### config.mk
export PLATFORM = sky130hd
export DESIGN_NAME = cache_arbiter
export DESIGN_NICKNAME = d
export VERILOG_FILES = /design/src/rtl/cache_arbiter_pkg.sv /design/src/rtl/cache_arbiter.sv
export SDC_FILE = /design/constraint.sdc
export NUM_CORES = 1
export LEC_CHECK = 0
export BUFFER_PORTS_ARGS = -buffer_cell sky130_fd_sc_hd__buf_2
export CORE_AREA = 2 2 548 550
export CTS_BUF_LIST = sky130_fd_sc_hd__clkbuf_8
export DETAILED_ROUTE_END_ITERATION = 7
export DIE_AREA = 0 0 550 552
export PLACE_DENSITY_LB_ADDON = 0.15
export SYNTH_ARGS = -nofsm -noshare
export SYNTH_HDL_FRONTEND = slang
export SYNTH_SLANG_ARGS = --single-unit
### constraint.sdc
create_clock -name clk -period 2.2 [get_ports clk]
set_input_delay 0.11 -clock clk [delete_from_list [all_inputs] [get_ports clk]]
set_output_delay 0.11 -clock clk [all_outputs]
set_load 0.01 [all_outputs]
### src/rtl/cache_arbiter_pkg.sv
//------------------------------------------------------------------------------
// +--------------------------------------------------------------------------+
// | Package  : arbiter_types                                                 |
// | Purpose  : Shared types and constants for the I/D-cache memory arbiter.  |
// | Revision : 1.0                                                           |
// +--------------------------------------------------------------------------+
//------------------------------------------------------------------------------
`default_nettype none

package arbiter_types;

   // Arbiter sequencing states, explicitly 2 bits wide
   typedef enum logic [1:0] {
      IDLE    = 2'd0,
      BUSY_I  = 2'd1,
      BUSY_D  = 2'd2,
      RECOVER = 2'd3
   } arb_state_t;

   // Identity of the requester that was served most recently
   typedef enum logic {
      SRC_I = 1'b0,
      SRC_D = 1'b1
   } arb_src_t;

   // Address bits below this index select bytes within a line
   localparam int LINE_OFFSET_BITS = 5;

endpackage : arbiter_types

`default_nettype wire

### src/rtl/cache_arbiter.sv
//------------------------------------------------------------------------------
// +--------------------------------------------------------------------------+
// | Module   : cache_arbiter                                                 |
// | Purpose  : Shares one cacheline-wide memory port between the I-cache and |
// |            D-cache miss paths, one transfer at a time, round-robin on    |
// |            simultaneous misses, with a latched command per transaction.  |
// | Revision : 1.0                                                           |
// +--------------------------------------------------------------------------+
//------------------------------------------------------------------------------
`default_nettype none

module cache_arbiter
   import arbiter_types::*;
#(
   parameter int LINE_W = 256,
   parameter int ADDR_W = 32
) (
   input  logic              clk,
   input  logic              rst,
   // I-cache miss interface
   input  logic              i_read,
   input  logic [ADDR_W-1:0] i_addr,
   output logic [LINE_W-1:0] i_rdata,
   output logic              i_resp,
   // D-cache miss interface
   input  logic              d_read,
   input  logic              d_write,
   input  logic [ADDR_W-1:0] d_addr,
   input  logic [LINE_W-1:0] d_wdata,
   output logic [LINE_W-1:0] d_rdata,
   output logic              d_resp,
   // Shared memory port
   output logic              mem_read,
   output logic              mem_write,
   output logic [ADDR_W-1:0] mem_addr,
   output logic [LINE_W-1:0] mem_wdata,
   input  logic [LINE_W-1:0] mem_rdata,
   input  logic              mem_resp,
   // Contention statistics
   output logic [31:0]       conflict_count
);

   // Clears the in-line byte offset so memory always sees aligned addresses
   localparam logic [ADDR_W-1:0] ADDR_MASK =
      ~(ADDR_W'((1 << LINE_OFFSET_BITS) - 1));

   arb_state_t state;
   arb_state_t next_state;
   arb_src_t   last_grant;
   logic       op_write;

   logic       d_req;
   logic       both_req;
   logic       grant_d;
   logic       grant_i;

   // A D-side write wins over a simultaneous D-side read; the read is dropped
   assign d_req    = d_read | d_write;
   assign both_req = i_read & d_req;
   // On contention the side that was not served last goes first
   assign grant_d  = d_req & (~i_read | (last_grant == SRC_I));
   assign grant_i  = i_read & ~grant_d;

   // Line data is passed straight through; only the resp pulses qualify it
   assign i_rdata = mem_rdata;
   assign d_rdata = mem_rdata;

   // State register
   always_ff @(posedge clk) begin
      if (rst) state <= IDLE;
      else     state <= next_state;
   end

   // Next-state: grant from IDLE, wait for mem_resp, then one RECOVER cycle
   always_comb begin
      next_state = state;
      unique case (state)
         IDLE: begin
            if (grant_d)      next_state = BUSY_D;
            else if (grant_i) next_state = BUSY_I;
         end
         BUSY_I:  if (mem_resp) next_state = RECOVER;
         BUSY_D:  if (mem_resp) next_state = RECOVER;
         RECOVER: next_state = IDLE;
         default: next_state = IDLE;
      endcase
   end

   // Outputs: level memory commands while busy, resp pulses on mem_resp
   always_comb begin
      mem_read  = 1'b0;
      mem_write = 1'b0;
      i_resp    = 1'b0;
      d_resp    = 1'b0;
      unique case (state)
         BUSY_I: begin
            mem_read = 1'b1;
            i_resp   = mem_resp;
         end
         BUSY_D: begin
            mem_read  = ~op_write;
            mem_write = op_write;
            d_resp    = mem_resp;
         end
         default: ;
      endcase
   end

   // Command latch: requester inputs are only looked at while IDLE
   always_ff @(posedge clk) begin
      if (rst) begin
         mem_addr  <= '0;
         mem_wdata <= '0;
         op_write  <= 1'b0;
      end else if (state == IDLE) begin
         if (grant_d) begin
            mem_addr  <= d_addr & ADDR_MASK;
            mem_wdata <= d_wdata;
            op_write  <= d_write;
         end else if (grant_i) begin
            mem_addr  <= i_addr & ADDR_MASK;
         end
      end
   end

   // Round-robin history, updated when a transaction completes
   always_ff @(posedge clk) begin
      if (rst) begin
         last_grant <= SRC_I;
      end else if (mem_resp) begin
         if (state == BUSY_I)      last_grant <= SRC_I;
         else if (state == BUSY_D) last_grant <= SRC_D;
      end
   end

   // Saturating count of IDLE cycles with both caches requesting
   always_ff @(posedge clk) begin
      if (rst) begin
         conflict_count <= '0;
      end else if ((state == IDLE) && both_req && (conflict_count != '1)) begin
         conflict_count <= conflict_count + 32'd1;
      end
   end

endmodule : cache_arbiter

`default_nettype wire

=== Word-level counts from Yosys, hierarchy flattened ===
Cells that the tools add are included.

* Word-level logic and storage cells: 44
* Flip-flop bits (word level): 324
* ROM bits: 0
* Memories: 0
* Output and inout bits: 836
* Memory bits (writable): 0
* Latch bits: 0

* Multiply operators: 0
* Divide/modulo/power cells: 0
* Bitwise operators: 9
* Magnitude comparators: 0
* Muxes and demuxes: 12
* Equality and inequality tests: 6
* Add/subtract/negate cells: 1
* Shift operators: 0
* Reductions and logical operators: 10

{| class="wikitable"
|+ Operators by type and width
! operator !! count
|-
| two-way mux 32 bit || 2
|-
| adder 32 x 1 -> 32 bit, second input constant || 1
|-
| inequality test 32 bit, second input constant || 1
|-
| AND reduction 2 bit || 4
|-
| two-way mux 2 bit || 3
|-
| case mux 2 bit (3 select lines) || 1
|-
| two-way mux 1 bit || 5
|-
| equality test 2 bit, second input constant || 2
|-
| NOT 1 bit || 4
|-
| nonzero test 2 bit || 2
|-
| AND 1 bit || 3
|-
| inequality test 3 bit, second input constant || 1
|-
| equality test 2 x 1 -> 1 bit, second input constant || 1
|-
| logical AND 1 bit || 2
|-
| logical NOT 2 bit || 1
|-
| inequality test 2 x 1 -> 1 bit, second input constant || 1
|-
| bitwise OR 1 bit || 2
|-
| case mux 1 bit (2 select lines) || 1
|-
| OR reduction 2 bit || 1
|}

=== Logic depth before layout (Yosys ltp) ===
* Word-level depth: 8
* Mapped depth: 8
* Gate-level depth less buffers: 7

=== Least setup slack after synthesis ===
No wires, ideal clock.

* Kind: reg2reg
* Start: register conflict_count[2]
* End: register conflict_count[26]
* Setup slack: 0.059 ns
* Stages on the path, launching flop included: 7
* Arrival time: 2.081 ns
* Required time: 2.141 ns
* Cell sequence: dfxtp_1 nand4_2 or4_1 a211o_1 buf_6 or4_1 nand2_1

* Longest elaborated chain between the ends: 2

{| class="wikitable"
|+ RTL lines
! item !! line !! RTL
|-
| from (decl) || cache_arbiter.sv:40 || <nowiki>output logic [31:0] conflict_count</nowiki>
|-
| from (signal assigned) || cache_arbiter.sv:141 || <nowiki>conflict_count <= conflict_count + 32'd1;</nowiki>
|-
| branches (longest 2 deep; another with adder 32 x 1 -> 32 bit) || n/a ||
|}

Parallel ways; which one is timed is not known.
A chain may end at the register's enable or synchronous reset.

=== Final worst setup path ===
* Start: register conflict_count[5]
* End: register conflict_count[28]

The elaborated chain is that of the path after synthesis.

==> metrics.yaml <==
global_route:
  grt_pass1_wl_um: 168000
  grtUsageTotal_pct: 8.34
  grt_max_degree: 65
  antenna_found_initial: 27
  gr-total-overflow: 0
  grt_pass1_vias: 16900
timing:
  fin_crit_sh_pct: 96.7
  fmax_ghz: 0.470
  slew_headroom_pct: 61.3
  worstMarginPinSlew_ps: 581
  grt_setup_unrepaired: "yes"
  hold_violations: 0
  finalMaxSlewViolations: 0
  skew_ps: 67.3
  fin_ws_ps: 73.4
  setup_violations: 0
  fin_crit_ps: 2130
die:
  die_height_um: 552
  coreArea_mm2: 0.298
  pin_count: 1418
  rows: 201
  initial_core_util_pct: 5.26
  die-area_mm2: 0.304
  die_w_um: 550
worst_setup_path:
  worstSetupEndpointType: "register"
  r2r_end: "conflict_count[28]"
  ff2ff_setup_slack_ps: 70
  r2r-start: "conflict_count[5]"
  crit_type: "reg -> reg"
  cp.required_ps: 2910
  max_stage_delay_ps: 540
  r2r_cells: 6
  crit_chain: "nand4_2, buf_4, or2_2, or4_4, o31a_1, o21ba_2"
  critPathSlowestCell: "or4_4"
  cp.arrival_ps: 2840
  path_max_fanout: 3
  start_kind: "register"
cts:
  cts_max_level: 3
  cts-root-buf: "clkbuf_8"
  clk_pin_slew_worst_paths_ps: 60
  clock_path_buffers: 4
  cts_tree: "done"
  cts.sinks: 319
  clock_latency_ps: 850
  cts-buffers-inserted: 80
logic_synthesis:
  synth_edf_count: 0
  synth_cells: 1989
  synth.distinct_cells: 45
  avgSynthCellArea_um2: 7.88
  syn_area_mm2: 0.0157
  seq_area_frac_synth_pct: 40.7
  synth_ff_type: "dfxtp_1"
  synth-seq-cells: 319
  ys_warn_count: 0
  async_flop_share_pct: 0
min_path:
  worstHoldStart: "d_wdata[219]"
  hold_depth: 4
  min_to: "mem_wdata[219]"
  min-delay-path-class: "in -> reg"
cells_and_area:
  nets: 3297
  areaGrowthSynthToFinish_pct: 77.6
  layout-drive-gt1-share_pct: 32.9
  fin_area_mm2: 0.0278
  regArea_mm2: 0.00639
  multi_input_area_mm2: 0.00509
  fillerInstances: 35100
route:
  routed-via-count: 16100
  firstDrtPassIters: 5
  routed_via_density: 2.40
  wirelength_um: 138000
  drt_iter0_drc: 536
  route.detailed.drc: 0
  wl_per_cell_um: 20.5
  postRouteAntennaNets: 0
place:
  io_buffers: 634
  dp_slack_ps: 26.3
  dp_hpwl_um: 109000
  dpl_cell_area_mm2: 0.0205
  gp_congestion: 0.787
run:
  drv_cap: 0
power_and_ir_drop:
  p_leak_nw: 11.2
  ir_worst_vdd_v: 0.000420
  powerDensity_mw_per_mm2: 1030
status:
  status: "completed"
cell usage after synthesis, drive strengths merged, types with 2 or more instances:
library cell    n  area (um^2)
and2            7         45.1
or4            11         83.8
a21oi         277         1390
nor3            6         30.0
nand4          13         93.8
and3            2         12.5
dfxtp         319         6390
ha              4         50.1
or2             2         12.5
nand3           9         45.0
buf           525         3920
or3            10         63.8
a211oi         29          218
nor4            6         43.8
o31a            3         26.3
a2bb2oi         2         17.5
mux2i          29          290
clkbuf        102          383
o21ai          13         65.1
nor2           40          150
nand2         532         2000
mux2            7         78.8
o31ai           7         52.6
inv             8         30.0
nor2b          10         62.6
nand2b          3         18.8
o21ba           3         30.0
layer usage:
metal | vias up | share of wire, % | global-route usage [%]
met4 | 0 | 7.0 | 5.60
met3 | 445 | 16 | 6.35
li1 | 7395 | - | -
met5 | - | 0 | 0.0317
met2 | 936 | 42 | 12.5
met1 | 7349 | 34 | 7.84
sequential cells by signal, indices dropped and copies added, names as in the netlist:
| signal | flops |
|---|---|
| state | 2 |
| op_write | 1 |
| mem_addr | 27 |
| conflict_count | 32 |
| last_grant | 1 |
| mem_wdata | 256 |
worst max-delay path, delay by kind of cell (launching register included):
kind	cells	cell delay (ps)
buffers and inverters	1	190
AO/OA/AOI/OAI	2	490
flip-flops	1	340
AND/OR/NAND/NOR	3	1000
final cells by class:
cell class              count  share of cell area (%)
clock inverters            36                   0.917
diodes                      6                  0.0539
well taps                3958                    17.8
multi-input cells        1039                    18.3
clock buffers             100                    4.94
inverters                   8                   0.108
repair buffers           1263                    35.0
flip-flops and latches    319                    22.9
placed cells by master (no fill, tap or decap), types with 13 or more instances in the layout:
master | Yosys | final
clkbuf_8 | 0 | 100
a21oi_1 | 277 | 274
buf_2 | 3 | 633
buf_4 | 517 | 84
nand2_1 | 532 | 526
a211oi_1 | 29 | 29
dlygate4sd3_1 | 0 | 506
o21ai_0 | 13 | 13
nor2_1 | 40 | 38
dfxtp_1 | 319 | 317
buf_12 | 0 | 17
mux2i_1 | 29 | 29
inv_1 | 8 | 30
power by group:
group | leakage [nW] | switching (mW) | internal, mW
combinational | 7.68 | 7.89 | 5.02
sequential | 2.62 | 0.744 | 7.12
clock | 0.927 | 3.49 | 4.52
total | 11.2 | 12.1 | 16.7
worst max path at each step:
stage | start | end | slack [ps] | cells after the start
finish | conflict_count[5] | conflict_count[28] | 70 | 6
floorplan | conflict_count[2] | conflict_count[26] | 60 | 6
global route | conflict_count[3] | conflict_count[24] | -20 | 5
global placement | conflict_count[5] | conflict_count[28] | -40 | 7
CTS | state[0] | mem_read | -10 | 5
detailed placement | conflict_count[3] | conflict_count[28] | 30 | 6
stage by stage:
stage	TNS (ps)	cells	power, mW	utilization (%)	hold slack [ps]
after floorplan	0	1993	13.0	-	229
after global placement	-87.2	6048	18.7	6.88	220
after detailed placement	0	6048	18.6	6.88	220
after CTS	-13.9	6690	28.3	9.13	0.536
after global routing	-42.2	6727	31.2	9.33	53.2
final	0	6729	28.8	9.33	144
logic make-up (layout without fill, tap and decap cells):
family / count (synthesis) / count (layout) / synth area share (%)
buffers and inverters: 635 / 1407 / 27.7
AO/OA/AOI/OAI: 338 / 338 / 11.7
AND/OR/NAND/NOR: 655 / 655 / 17.2
multiplexers: 36 / 36 / 2.35
XOR/XNOR: 1 / 1 / 0.0559
flip-flops: 319 / 319 / 40.7
adder cells (fa/ha/maj): 4 / 4 / 0.319
other: 1 / 11 / 0.0239
timing repair:
action                     in CTS  in global routing
resized for setup               7                 27
hold buffers                  506                  0
setup endpoints to repair       4                 53
setup buffers                   0                 23
pin swaps                       0                  2
cloned                          0                 11
hold endpoints to repair      319                  0
(Power assumes the default switching activity.)
